File: src/rtl/softmax_norm_feeder_pkg.sv
// Shared types and helpers for the softmax normalisation feeder.
package softmax_pkg;

  typedef enum logic [0:0] {
    ACCUM = 1'b0,
    EMIT  = 1'b1
  } state_e;

  localparam int DEN_MIN = 1;

  function automatic int sum_width(input int bitwidth, input int row_len);
    return bitwidth + $clog2(row_len);
  endfunction

endpackage

File: src/rtl/softmax_norm_feeder_if.sv
// Input beat stream and divider operand stream of the softmax feeder.
interface softmax_norm_feeder_if #(
  parameter int BITWIDTH = 16
);
  logic                in_valid;
  logic                in_ready;
  logic [BITWIDTH-1:0] in_data;
  logic                in_last;
  logic                out_valid;
  logic                out_ready;
  logic [BITWIDTH-1:0] num_out;
  logic [BITWIDTH-1:0] den_out;
  logic                out_last;
  logic                row_err;

  modport master (
    output in_valid, in_data, in_last, out_ready,
    input  in_ready, out_valid, num_out, den_out, out_last, row_err
  );

  modport slave (
    input  in_valid, in_data, in_last, out_ready,
    output in_ready, out_valid, num_out, den_out, out_last, row_err
  );
endinterface

File: src/rtl/softmax_norm_feeder_row_buffer.sv
// Row storage: synchronous write, combinational read, data is not reset.
module softmax_row_buffer #(
  parameter int BITWIDTH = 16,
  parameter int ROW_LEN  = 64,
  localparam int AW      = $clog2(ROW_LEN)
) (
  input  logic                clk,
  input  logic                we,
  input  logic [AW-1:0]       waddr,
  input  logic [BITWIDTH-1:0] wdata,
  input  logic [AW-1:0]       raddr,
  output logic [BITWIDTH-1:0] rdata
);

  logic [BITWIDTH-1:0] mem_r [ROW_LEN];

  // Write port
  always_ff @(posedge clk) begin
    if (we) begin
      mem_r[waddr] <= wdata;
    end
  end

  assign rdata = mem_r[raddr];

endmodule

File: src/rtl/softmax_norm_feeder.sv
// Softmax row feeder: buffers a row, sums it, then replays num/den pairs.
// Optional feature: SOFTMAX_FEEDER_ZERO_GUARD_EN forces the denominator to be at least 1.
module softmax_norm_feeder
  import softmax_pkg::*;
#(
  parameter int BITWIDTH  = 16,
  parameter int ROW_LEN   = 64,
  parameter int FRAC_BITS = 8
) (
  input  logic clk,
  input  logic rst_n,
  softmax_norm_feeder_if.slave bus
);

  localparam int AW    = $clog2(ROW_LEN);
  localparam int CW    = AW + 1;
  localparam int SUM_W = sum_width(BITWIDTH, ROW_LEN);
  localparam logic [SUM_W-1:0] DEN_MAX = {{(SUM_W-BITWIDTH){1'b0}}, {BITWIDTH{1'b1}}};

  state_e              state_r, state_next_s;
  logic [AW-1:0]       wr_ptr_r, rd_ptr_r, rd_next_s, raddr_s;
  logic [CW-1:0]       count_r;
  logic [SUM_W-1:0]    sum_r, sum_next_s, den_raw_s;
  logic [BITWIDTH-1:0] den_sat_s, den_s, rdata_s, first_s;
  logic [BITWIDTH-1:0] num_r, den_r;
  logic                in_ready_r, out_valid_r, out_last_r, row_err_r;
  logic                accept_s, take_s, full_s, row_end_s, trunc_s, done_s;

  assign accept_s   = bus.in_valid && (state_r == ACCUM);
  assign take_s     = out_valid_r && bus.out_ready;
  assign full_s     = (wr_ptr_r == AW'(ROW_LEN - 1));
  assign row_end_s  = accept_s && (bus.in_last || full_s);
  assign trunc_s    = accept_s && full_s && !bus.in_last;
  assign done_s     = take_s && out_last_r;
  assign rd_next_s  = rd_ptr_r + AW'(1'b1);
  assign sum_next_s = sum_r + SUM_W'(bus.in_data);

  // During ACCUM the read port looks at entry 0 so the first pair is ready on entry to EMIT
  assign raddr_s = (state_r == ACCUM) ? '0 : rd_next_s;
  assign first_s = (wr_ptr_r == '0) ? bus.in_data : rdata_s;

  softmax_row_buffer #(
    .BITWIDTH (BITWIDTH),
    .ROW_LEN  (ROW_LEN)
  ) u_row_buffer (
    .clk   (clk),
    .we    (accept_s),
    .waddr (wr_ptr_r),
    .wdata (bus.in_data),
    .raddr (raddr_s),
    .rdata (rdata_s)
  );

  // Denominator: scale the final row sum, saturate, optionally guard against zero
  always_comb begin
    den_raw_s = sum_next_s >> FRAC_BITS;
    if (den_raw_s > DEN_MAX) begin
      den_sat_s = '1;
    end else begin
      den_sat_s = den_raw_s[BITWIDTH-1:0];
    end
`ifdef SOFTMAX_FEEDER_ZERO_GUARD_EN
    if (den_sat_s == '0) begin
      den_s = BITWIDTH'(DEN_MIN);
    end else begin
      den_s = den_sat_s;
    end
`else
    den_s = den_sat_s;
`endif
  end

  // FSM state register
  always_ff @(posedge clk or negedge rst_n) begin
    if (!rst_n) begin
      state_r <= ACCUM;
    end else begin
      state_r <= state_next_s;
    end
  end

  // FSM next state
  always_comb begin
    state_next_s = state_r;
    case (state_r)
      ACCUM: begin
        if (row_end_s) begin
          state_next_s = EMIT;
        end else begin
          state_next_s = ACCUM;
        end
      end
      EMIT: begin
        if (done_s) begin
          state_next_s = ACCUM;
        end else begin
          state_next_s = EMIT;
        end
      end
      default: state_next_s = ACCUM;
    endcase
  end

  // Pointers, accumulator and registered output stage
  always_ff @(posedge clk or negedge rst_n) begin
    if (!rst_n) begin
      wr_ptr_r    <= '0;
      rd_ptr_r    <= '0;
      count_r     <= '0;
      sum_r       <= '0;
      num_r       <= '0;
      den_r       <= '0;
      in_ready_r  <= 1'b1;
      out_valid_r <= 1'b0;
      out_last_r  <= 1'b0;
      row_err_r   <= 1'b0;
    end else begin
      row_err_r  <= trunc_s;
      in_ready_r <= (state_next_s == ACCUM);
      if (accept_s) begin
        sum_r    <= sum_next_s;
        wr_ptr_r <= wr_ptr_r + AW'(1'b1);
      end
      if (row_end_s) begin
        out_valid_r <= 1'b1;
        den_r       <= den_s;
        num_r       <= first_s;
        out_last_r  <= (wr_ptr_r == '0);
        count_r     <= CW'(wr_ptr_r) + CW'(1'b1);
        rd_ptr_r    <= '0;
      end else if (done_s) begin
        out_valid_r <= 1'b0;
        out_last_r  <= 1'b0;
        sum_r       <= '0;
        wr_ptr_r    <= '0;
        rd_ptr_r    <= '0;
      end else if (take_s) begin
        rd_ptr_r   <= rd_next_s;
        num_r      <= rdata_s;
        out_last_r <= ({1'b0, rd_next_s} == (count_r - CW'(1'b1)));
      end
    end
  end

  assign bus.in_ready  = in_ready_r;
  assign bus.out_valid = out_valid_r;
  assign bus.num_out   = num_r;
  assign bus.den_out   = den_r;
  assign bus.out_last  = out_last_r;
  assign bus.row_err   = row_err_r;

endmodule

File: src/flat_wrapper.sv
// flat-port wrapper written by rule: the top's interface ports become plain ports
module softmax_norm_feeder_flat import softmax_pkg::*;
#(
  parameter int BITWIDTH  = 16,
  parameter int ROW_LEN   = 64,
  parameter int FRAC_BITS = 8
)
  (clk, rst_n, bus_in_valid, bus_in_data, bus_in_last, bus_out_ready, bus_in_ready, bus_out_valid, bus_num_out, bus_den_out, bus_out_last, bus_row_err);
  softmax_norm_feeder_if #(.BITWIDTH(BITWIDTH)) bus_i ();
  input  logic clk;
  input  logic rst_n;
  input wire logic [$bits(bus_i.in_valid)-1:0] bus_in_valid;
  input wire logic [$bits(bus_i.in_data)-1:0] bus_in_data;
  input wire logic [$bits(bus_i.in_last)-1:0] bus_in_last;
  input wire logic [$bits(bus_i.out_ready)-1:0] bus_out_ready;
  output wire logic [$bits(bus_i.in_ready)-1:0] bus_in_ready;
  output wire logic [$bits(bus_i.out_valid)-1:0] bus_out_valid;
  output wire logic [$bits(bus_i.num_out)-1:0] bus_num_out;
  output wire logic [$bits(bus_i.den_out)-1:0] bus_den_out;
  output wire logic [$bits(bus_i.out_last)-1:0] bus_out_last;
  output wire logic [$bits(bus_i.row_err)-1:0] bus_row_err;
  assign bus_i.in_valid = bus_in_valid;
  assign bus_i.in_data = bus_in_data;
  assign bus_i.in_last = bus_in_last;
  assign bus_i.out_ready = bus_out_ready;
  assign bus_in_ready = bus_i.in_ready;
  assign bus_out_valid = bus_i.out_valid;
  assign bus_num_out = bus_i.num_out;
  assign bus_den_out = bus_i.den_out;
  assign bus_out_last = bus_i.out_last;
  assign bus_row_err = bus_i.row_err;
  softmax_norm_feeder #(.BITWIDTH(BITWIDTH), .ROW_LEN(ROW_LEN), .FRAC_BITS(FRAC_BITS)) u_core (.clk(clk), .rst_n(rst_n), .bus(bus_i));
endmodule
File: config.mk
export PLATFORM = sky130hd
export DESIGN_NAME = softmax_norm_feeder_flat
export DESIGN_NICKNAME = d
export VERILOG_FILES = /design/src/rtl/softmax_norm_feeder_pkg.sv /design/src/rtl/softmax_norm_feeder_if.sv /design/src/rtl/softmax_norm_feeder_row_buffer.sv /design/src/rtl/softmax_norm_feeder.sv /design/src/flat_wrapper.sv
export SDC_FILE = /design/constraint.sdc
export NUM_CORES = 1
export LEC_CHECK = 0
export CORE_UTILIZATION = 45
export CTS_BUF_LIST = sky130_fd_sc_hd__clkbuf_8
export DETAILED_ROUTE_END_ITERATION = 10
export DONT_BUFFER_PORTS = 1
export SLEW_MARGIN = 20
export SYNTH_ARGS = -nofsm -noshare
export SYNTH_HDL_FRONTEND = slang
export SYNTH_HIERARCHICAL = 1
export SYNTH_SLANG_ARGS = --single-unit
File: constraint.sdc
create_clock -name clk -period 10.26 [get_ports clk]
set_clock_uncertainty 0.2 [all_clocks]
set_input_delay 1.539 -clock clk [delete_from_list [all_inputs] [get_ports clk]]
set_output_delay 1.539 -clock clk [all_outputs]
set_load 0.05 [all_outputs]
# Word-level counts from Yosys, hierarchy flattened
# Memories as Yosys holds them, arrays and structs flattened.
# Index checks and enable logic that the tools add are counted.
# word_totals
memories,1
ramBits,1024
output_inout_bits,36
in_bits,21
register_bits,78
# op_classes
eq_ne,3
add_sub_neg,5
n_mux,25
n_reduce_logical,13
bitwise_logic,2
n_lt_le_gt_ge,1
# mem_list
name,depth,width,rd,rd_ports_with_merged_regs,write_ports,line_no,text
u_core.u_row_buffer.mem_r,64,16,1,0,1,softmax_norm_feeder_row_buffer.sv:15,logic [BITWIDTH-1:0] mem_r [ROW_LEN];
# op_table
cell,count
$mux W16,5
$mux W22,3
$mux W6,7
$add A22 B16 Y22,1
$gt A14 B16 Y1 const B,1
$add A6 B1 Y6 const B,2
$mux W1,9
$add A6 B1 Y7 const B,1
$eq A6 B7 Y1,1
$sub A7 B1 Y7 const B,1
$eq A6 B6 Y1 const B,1
$logic_and A1 B1 Y1,6
$logic_not A6 Y1,1
$reduce_bool A2 Y1,2
$reduce_bool A3 Y1,1
$ne A2 B1 Y1 const B,1
$not A1 Y1,2
$pmux W1 S2,1
$reduce_and A2 Y1,1
$logic_not A1 Y1,1
$logic_or A1 B1 Y1,1

# Logic depth before layout (Yosys ltp)
# Gate-level depths: netlist of run 1.
# logic_depth
word_depth,6
mapped_depth,14

# By module
# Netlist of run 1, hierarchy kept.
# modules_own_cells
module,cells_per_inst,area_per_inst_um2,seq_area_each_um2,instances
softmax_row_buffer,1813,39721.8,30749.5,1
softmax_norm_feeder,477,4344.2,1903.1,1

# Worst setup path after synthesis of run 1
# Ideal clock, no wire load.
# synth_path
path_kind,input to register
start,in bus_in_valid
end,"mem u_core.u_row_buffer.mem_r[48][0], enable pin"
n_path_buf,1
cell_stages,6
path_slack_ns,5.968
setup_ns,0.409
t_arrival_ns,3.683
cell_sequence,nand2b_1 > inv_2 > clkbuf_1 > nor2b_1 > nand4b_1 > nor3_1
# synth_via
elab_chain_cells,3
# synth_rtl
element,line_no,text
start: declaration,flat_wrapper.sv:12,input wire logic [$bits(bus_i.in_valid)-1:0] bus_in_valid;
$logic_and A1 B1 Y1,softmax_norm_feeder.sv:29,assign accept_s = bus.in_valid && (state_r == ACCUM);
named net u_core.accept_s,softmax_norm_feeder.sv:27,"logic accept_s, take_s, full_s, row_end_s, trunc_s, done_s;"
$mux W1,softmax_norm_feeder_row_buffer.sv:19,if (we) begin
$mux W1 (not written as such),softmax_norm_feeder_row_buffer.sv:20,mem_r[waddr] <= wdata;
end: declaration,softmax_norm_feeder_row_buffer.sv:15,
# The timed path passes the listed nets, and every way through them passes these cells.

# Worst setup path after layout of run 1
# layout_path
start,reg u_core.rd_ptr_r[0]
end,"reg u_core.num_r[10], in the netlist u_core/bus.num_out[10]"
# layout_via
elab_chain_cells,6
# layout_rtl
element,line_no,text
start: declaration,softmax_norm_feeder.sv:21,"logic [AW-1:0] wr_ptr_r, rd_ptr_r, rd_next_s, raddr_s;"
start signal: assignment,softmax_norm_feeder.sv:138,rd_ptr_r <= rd_next_s;
$add A6 B1 Y6 *,softmax_norm_feeder.sv:35,assign rd_next_s = rd_ptr_r + AW'(1'b1);
$mux W6 *,softmax_norm_feeder.sv:39,assign raddr_s = (state_r == ACCUM) ? '0 : rd_next_s;
named net u_core.raddr_s[2],softmax_norm_feeder.sv:21,
$mem_v2 Z64 W16 *,-,
named net u_core.rdata_s[10],softmax_norm_feeder.sv:24,"logic [BITWIDTH-1:0] den_sat_s, den_s, rdata_s, first_s;"
$mux W16,softmax_norm_feeder.sv:137,end else if (take_s) begin
$mux W16,softmax_norm_feeder.sv:131,end else if (done_s) begin
$mux W16 *,softmax_norm_feeder.sv:124,if (row_end_s) begin
end signal: assignment,softmax_norm_feeder.sv:127,num_r <= first_s;
end signal: assignment,softmax_norm_feeder.sv:139,num_r <= rdata_s;
end: declaration,softmax_norm_feeder.sv:25,"logic [BITWIDTH-1:0] num_r, den_r;"
# Mark *: on every way through the listed nets, which the timed path passes. The rest lies on a longest branch. The select of a mux whose other input is x is not followed.
# A chain may end at the register's enable or synchronous reset.

==> reports/qor.log, run 1 <==
qor: synthesis.post_synthesis_cell_count 2290
qor: place.place_congestion 0.846
qor: floorplan.io-pin-count 57
qor: timing.hold_viol 0
qor: power.clock_power_share 0.269
qor: global_routing.global_route_wire_length_before_repair 161000 um
qor: timing.grt_setup_unrepaired no
qor: synthesis.synth_async_sr_flop_share 0.0691
qor: floorplan.rows 114
qor: synthesis.synth-edff-count 1024
qor: cts.cts.sink_count 1100
qor: finish.postLayoutCellArea 48800 um2
qor: detailed_routing.route.detailed.drc 16
qor: place.detailed_place_hpwl 63000 um
qor: detailed_routing.wl_per_cell 28.7 um
qor: power.vdd_drop_max 0.317 mV
qor: power.power.share.switching 0.337
qor: floorplan.die-width 315 um
qor: synthesis.synthesis_warning_total 6
qor: hold_path.hold_path.class in2async
qor: cts.postCtsSetupBuffers 0
qor: finish.fraction_of_layout_instances_using_a_drive_strength_above_1 0.223
qor: detailed_routing.detail_route.wirelength 111000 um
qor: floorplan.start_util 0.455
qor: critical_path.crit_arrival 5490 ps
qor: place.preCtsSetupSlack 5150 ps
qor: job.cap_viol_max_count 0
qor: synthesis.synth-seq-area-share 0.741
qor: finish.area_delta_synth_final 10.7%
qor: cts.clk-insertion-delay-late 820 ps
qor: detailed_routing.drt_first_iter_violations 2368
qor: timing.postLayoutSetupSlackWorst 5250 ps
qor: place.placement.io_buffers 0
qor: critical_path.critical_path.reg2reg.startpoint u_core/rd_ptr_r[0]
qor: synthesis.yosys-top-cells-area sky130_fd_sc_hd__edfxtp_1, sky130_fd_sc_hd__mux4_2, sky130_fd_sc_hd__dfrtp_1
qor: critical_path.path_max_fanout 117
qor: synthesis.synth_cell_types 70
qor: critical_path.worstRegToRegCells 11
qor: global_routing.antenna_found_initial 3
qor: detailed_routing.firstDrtPassIters 8
qor: power.share_seq_of_total_power 0.421
qor: floorplan.fp.dieArea 99200 um2
qor: timing.max_slew.worst_pin.slew 1150 ps
qor: critical_path.start_kind flip-flop
qor: timing.period_share 0.489
qor: detailed_routing.viasPerCell 5.92
qor: floorplan.vert_die_dim 315 um
qor: cts.max-clock-path-buffers 3
qor: power.fin_total_pwr 12.9 mW
qor: synthesis.number_of_synthesized_register_bits 1100
qor: global_routing.grt_util_all_layers 0.228
qor: timing.drv_slew 0
qor: critical_path.timing.setup.critical_path_class reg2reg
qor: global_routing.grt_start_max_net_pins 129
qor: power.static-leakage-power 16.0 nW
qor: critical_path.cp-startpoint u_core/rd_ptr_r[0]
qor: power.cellInternalPower 8.58 mW
qor: detailed_routing.detail-route-antenna-nets 0
qor: place.place_area 45500 um2
qor: timing.setup_tns 0 ps
qor: synthesis.netlist.area_leader.share 0.698
qor: cts.cts_tree yes
qor: global_routing.overflow 0
qor: cts.clkSlewWorstSetupHoldPaths 60 ps
qor: detailed_routing.via_count 22800
qor: synthesis.post-synth-top-area-cell sky130_fd_sc_hd__edfxtp_1
qor: cts.cts-hold-fix-buffers 0
qor: critical_path.crit_required 10730 ps
qor: finish.final_core_utilization 0.504
qor: cts.cts_inserted_buffers 175
qor: timing.period_minus_slack 5010 ps
qor: synthesis.synthFlopType sky130_fd_sc_hd__edfxtp_1
qor: timing.slew_headroom 0.234
qor: floorplan.floorplan.core_area 96900 um2
qor: power.powerDensity 265 nW/um2
qor: status.status finished with violations
qor: finish.final_net_count 2465
qor: global_routing.first_global_vias 23000
qor: synthesis.synthesis.area 44100 um2
qor: timing.setup-violations-final 0
qor: cts.cts_root_buf sky130_fd_sc_hd__clkbuf_8
qor: cts.htreeDepth 4
qor: synthesis.synthesis.area_per_instance 19.2 um2
qor: power.total_switching_power 4.36 mW
qor: critical_path.critical_path.endpoint_type flip-flop
qor: cts.post_cts_resize_count 0
qor: timing.max_clock_freq 200 MHz
qor: status.violated_checks DRC
qor: power.comb_power_share 0.310
final timing paths:
| check | to | slack, ps |
|---|---|---|
| worst max-delay path | u_core/bus.num_out[10] | 5250 |
| worst min-delay path | u_core/sum_r[10] | 210 |
| worst max register to register | u_core/bus.num_out[10] | 5250 |
| worst min register to register | u_core/sum_r[12] | 310 |
| max in group asynchronous | u_core/bus.in_ready | 9440 |
| min in group clk | u_core/sum_r[12] | 310 |
stage by stage:
| step | hold slack (ps) | cells |
|---|---|---|
| CTS | 127 | 3841 |
| detailed placement | 299 | 3522 |
| global placement | 287 | 3522 |
| global route | 142 | 3842 |
| floorplan | 254 | 2291 |
| finish | 210 | 3847 |
Yosys cell counts, drive strengths merged, types with 3 or more instances:
master / number
nor2: 119
nand3: 40
mux2i: 100
nand2: 132
xor2: 15
xnor2: 27
mux4: 224
nor3: 11
ha: 20
a31oi: 10
a22o: 11
a221o: 7
nand2b: 5
dfrtp: 75
mux2: 29
and2: 7
edfxtp: 1024
buf: 86
a311oi: 8
clkbuf: 40
a211o: 8
nor4: 5
and4: 5
o21ai: 36
nand3b: 3
a41oi: 6
or3: 3
inv: 13
a21oi: 72
nand4: 13
a221oi: 16
and3: 4
a22oi: 39
nor2b: 35
a211oi: 11
a21boi: 3
a21o: 10
area by class of cell:
type	count	area, um2
Antenna cell	6	15.0
Clock inverter	130	638
Sequential cell	1100	32700
Clock buffer	189	2600
Tap cell	1276	1600
Multi-Input combinational cell	1052	10600
Fill cell	7799	48100
Timing Repair Buffer	81	646
Inverter	13	48.8
cells in the final DEF (no fill, tap or decap), types with 6 or more instances in the layout:
master                     synthesis  final
sky130_fd_sc_hd__edfxtp_1       1024   1024
sky130_fd_sc_hd__mux4_2          220    220
sky130_fd_sc_hd__clkbuf_8          0    189
sky130_fd_sc_hd__nand2_1         131    131
sky130_fd_sc_hd__nor2_1          116    113
sky130_fd_sc_hd__mux2i_1         100    100
sky130_fd_sc_hd__buf_4            18     78
sky130_fd_sc_hd__inv_1            12     76
sky130_fd_sc_hd__dfrtp_1          75     75
sky130_fd_sc_hd__a21oi_1          72     72
sky130_fd_sc_hd__clkinv_1          0     42
sky130_fd_sc_hd__nand3_1          39     39
sky130_fd_sc_hd__a22oi_1          39     39
sky130_fd_sc_hd__nor2b_1          35     31
sky130_fd_sc_hd__o21ai_0          31     31
sky130_fd_sc_hd__mux2_2           29     29
sky130_fd_sc_hd__xnor2_1          27     27
sky130_fd_sc_hd__ha_1             20     20
sky130_fd_sc_hd__a221oi_1         16     16
sky130_fd_sc_hd__xor2_1           15     15
sky130_fd_sc_hd__nand4_1          13     13
sky130_fd_sc_hd__clkinv_2          0     11
sky130_fd_sc_hd__a211oi_1         11     11
sky130_fd_sc_hd__a22o_1           11     11
sky130_fd_sc_hd__nor3_1           11      9
sky130_fd_sc_hd__a21o_1            9      9
sky130_fd_sc_hd__a211o_1           8      8
sky130_fd_sc_hd__a31oi_1           8      8
sky130_fd_sc_hd__a311oi_1          8      8
sky130_fd_sc_hd__a221o_1           7      7
sky130_fd_sc_hd__diode_2           0      6
sky130_fd_sc_hd__a41oi_1           6      6
worst max-delay path, stage by stage, from the launching register on:
cell and delay [ps]:
sky130_fd_sc_hd__dfrtp_1 500, sky130_fd_sc_hd__ha_1 280, sky130_fd_sc_hd__xor2_1 270, sky130_fd_sc_hd__and2_4 720
sky130_fd_sc_hd__buf_12 510, sky130_fd_sc_hd__nor2b_1 760, sky130_fd_sc_hd__a22oi_1 210, sky130_fd_sc_hd__a41oi_1 260
sky130_fd_sc_hd__o21ai_0 350, sky130_fd_sc_hd__and4_1 350, sky130_fd_sc_hd__mux2i_1 140, sky130_fd_sc_hd__a21oi_1 80
cell families after synthesis:
family	synth area share
flops	0.741
buf+inv	0.0202
mux	0.145
xor+xnor	0.00835
simple gates	0.0405
fa+ha+maj	0.00613
other cells	0.0000851
compound gates	0.0389
power groups by stage:
| stage | clock [mW] | sequential, mW | combinational [mW] |
|---|---|---|---|
| finish | 3.48 | 5.45 | 4.01 |
| global route | 3.74 | 5.47 | 4.28 |
| CTS | 3.55 | 5.44 | 4.04 |
| detailed placement | 0 | 5.54 | 4.02 |
| floorplan | 0 | 5.41 | 3.12 |
| global placement | 0 | 5.53 | 3.98 |
flip-flops by register name, indices dropped and copies added, names as in the netlist, 6 cells and up:
register                   count
u_core/bus.den_out            14
u_core/bus.num_out            16
u_core/count_r                 7
u_core/rd_ptr_r                6
u_core/sum_r                  22
u_core/u_row_buffer/mem_r   1024
u_core/wr_ptr_r                6
layer usage:
layer | vias up | GRT usage | share of wire
met5 | - | 0 | 0
met1 | 12000 | 0.316 | 0.41
li1 | 9574 | - | -
met2 | 976 | 0.352 | 0.47
met4 | 0 | 0.0752 | 0.027
met3 | 179 | 0.0593 | 0.087
Note: power is estimated with default switching activity, not from simulation.
==> run 2, diff against run 1 <==
==> constraint.sdc (replaced) <==
create_clock -name clk -period 4.42 [get_ports clk]
set_clock_uncertainty 0.2 [all_clocks]
set_input_delay 0.663 -clock clk [delete_from_list [all_inputs] [get_ports clk]]
set_output_delay 0.663 -clock clk [all_outputs]
set_load 0.05 [all_outputs]
==> reports/qor.log, run 2 (synthesis gave the netlist of run 1 again) <==
qor: floorplan.io-pin-count 57
qor: critical_path.stage_delay_of_the_slowest_cell_on_the_critical_path 470 ps
qor: critical_path.critical_path.endpoint_type flip-flop
qor: critical_path.critical_path.reg2reg.startpoint u_core/rd_ptr_r[0]
qor: timing.max_slew.worst_pin.slew 1150 ps
qor: critical_path.most_frequent_cell_on_the_critical_path sky130_fd_sc_hd__a21oi_1
qor: detailed_routing.detail-route-antenna-nets 0
qor: critical_path.timing.setup.critical_path_class reg2reg
qor: job.cap_viol_max_count 0
qor: critical_path.worstRegToRegCells 11
qor: finish.area_delta_synth_final 13.1%
qor: cts.clk-insertion-delay-late 830 ps
qor: status.status finished with violations
qor: global_routing.overflow 0
qor: floorplan.vert_die_dim 315 um
qor: finish.top_register u_core/u_row_buffer/mem_r
qor: detailed_routing.detail_route.wirelength 110000 um
qor: critical_path.critical-path-slowest-cell sky130_fd_sc_hd__dfrtp_1
qor: power.vdd_drop_max 0.481 mV
qor: finish.postLayoutCellArea 49800 um2
qor: detailed_routing.wl_per_cell 28.0 um
qor: timing.setup_tns 0 ps
qor: hold_path.hold_path.class in2reg
qor: timing.period_minus_slack 3810 ps
qor: cts.cts_inserted_buffers 175
qor: critical_path.timing.critical_path.cells ha_1 > and2_4 > buf_12 > buf_4 > mux4_2 > mux2i_1 > nand3_1 > a31oi_1 > a311oi_1 > a21oi_1 > a21oi_1
qor: timing.drv_slew 0
qor: finish.mostFrequentLayoutCell sky130_fd_sc_hd__edfxtp_1
qor: place.detailed_place_hpwl 64000 um
qor: global_routing.grt_util_all_layers 0.227
qor: place.placement.io_buffers 0
qor: critical_path.regToRegSetupSlack 610 ps
qor: timing.period_share 0.862
qor: finish.largest_register_ffs 1024
qor: cts.clkSlewWorstSetupHoldPaths 60 ps
qor: global_routing.first_global_vias 23400
qor: detailed_routing.drt_first_iter_violations 2189
qor: finish.final_core_utilization 0.514
qor: global_routing.antenna_found_initial 12
qor: global_routing.grt_start_max_net_pins 77
qor: status.violated_checks DRC
qor: floorplan.floorplan.core_area 96900 um2
qor: cts.htreeDepth 4
qor: timing.grt_setup_unrepaired no
qor: critical_path.start_kind flip-flop
qor: hold_path.whs_endpoint u_core/u_row_buffer/mem_r[31][14]
qor: critical_path.rr_endpoint u_core/bus.num_out[1]
qor: power.powerDensity 616 nW/um2
qor: finish.fraction_of_layout_instances_using_a_drive_strength_above_1 0.241
qor: finish.final_cell_mix sky130_fd_sc_hd__edfxtp_1, sky130_fd_sc_hd__mux4_2, sky130_fd_sc_hd__clkbuf_8
qor: place.place_congestion 0.856
qor: critical_path.crit_arrival 4290 ps
qor: power.static-leakage-power 16.5 nW
qor: critical_path.crit_required 4900 ps
qor: floorplan.rows 114
qor: hold_path.min-delay-start bus_in_data[14]
qor: cts.postCtsSetupBuffers 0
qor: detailed_routing.route.detailed.drc 16
qor: timing.setup-violations-final 0
qor: timing.slew_headroom 0.231
qor: floorplan.die-width 315 um
qor: detailed_routing.via_count 22900
qor: cts.cts_tree yes
qor: floorplan.start_util 0.455
qor: hold_path.min_delay_path_depth 1
qor: cts.cts_root_buf sky130_fd_sc_hd__clkbuf_8
qor: cts.cts.sink_count 1100
qor: detailed_routing.firstDrtPassIters 8
qor: critical_path.path_max_fanout 40
qor: place.place_area 46100 um2
qor: finish.final_net_count 2555
qor: timing.max_clock_freq 262 MHz
qor: floorplan.fp.dieArea 99200 um2
qor: timing.hold_viol 0
qor: detailed_routing.viasPerCell 5.83
qor: global_routing.global_route_wire_length_before_repair 161000 um
qor: cts.max-clock-path-buffers 3
[run 2: cell count changes in the layout (fill, tap and decap cells not counted), moves of 9 or more]
cell,change
sky130_fd_sc_hd__inv_1,-19
sky130_fd_sc_hd__clkbuf_8,-11
sky130_fd_sc_hd__buf_16,+17
sky130_fd_sc_hd__buf_12,+10
sky130_fd_sc_hd__clkinv_1,+9
sky130_fd_sc_hd__buf_4,+46
sky130_fd_sc_hd__dlygate4sd3_1,+16
[run 2: worst max-delay path, delay by kind of cell (launching register included)]
kind	cells	cell delay, ps
muxes	2	690
buffers and inverters	2	590
AOI/OAI and AO/OA	4	830
adders and majority gates	1	380
DFF	1	470
and+or+nand+nor	2	450
[run 2: area by class of cell]
type | instances | area (um2)
Antenna cell | 9 | 22.5
Clock buffer | 178 | 2450
Clock inverter | 125 | 659
Fill cell | 7701 | 47000
Inverter | 13 | 48.8
Multi-Input combinational cell | 1052 | 10600
Sequential cell | 1100 | 32700
Tap cell | 1276 | 1600
Timing Repair Buffer | 171 | 1820
[run 2: through the flow]
stage                     worst slack (ps)  hold WS, ps  cells  power (mW)
after floorplan                       1000          167   2291        19.8
after CTS                              614         4.25   3915        30.9
after global placement                 521          170   3578        22.8
final                                  610         23.6   3924        30.7
after detailed placement               627          169   3579        22.8
after global routing                   473         6.81   3919        32.0
[run 2: worst max path at each step]
stage,from,endpoint,cells after the start
CTS,u_core/rd_ptr_r[0],u_core/bus.num_out[1],11
global placement,u_core/rd_ptr_r[0],u_core/bus.num_out[1],12
detailed placement,u_core/rd_ptr_r[0],u_core/bus.num_out[1],11
global route,u_core/rd_ptr_r[0],u_core/bus.num_out[10],11
floorplan,bus_in_valid,u_core/u_row_buffer/mem_r[48][0],6
finish,u_core/rd_ptr_r[0],u_core/bus.num_out[1],11
[run 2: report_power, final]
group / switching, mW / internal (mW)
clock network: 3.90 / 3.93
registers: 0.818 / 11.7
logic: 5.74 / 4.55
[run 2: what timing repair did]
action,CTS,global route
hold endpoints to repair,1122,0
gates resized for setup,0,0
hold buffers,33,0
[run 2: routing by layer]
| metal | track usage | share of wire |
|---|---|---|
| met5 | 0 | 0.00046 |
| met4 | 0.0818 | 0.030 |
| met3 | 0.0530 | 0.079 |
| met2 | 0.359 | 0.49 |
| met1 | 0.308 | 0.41 |
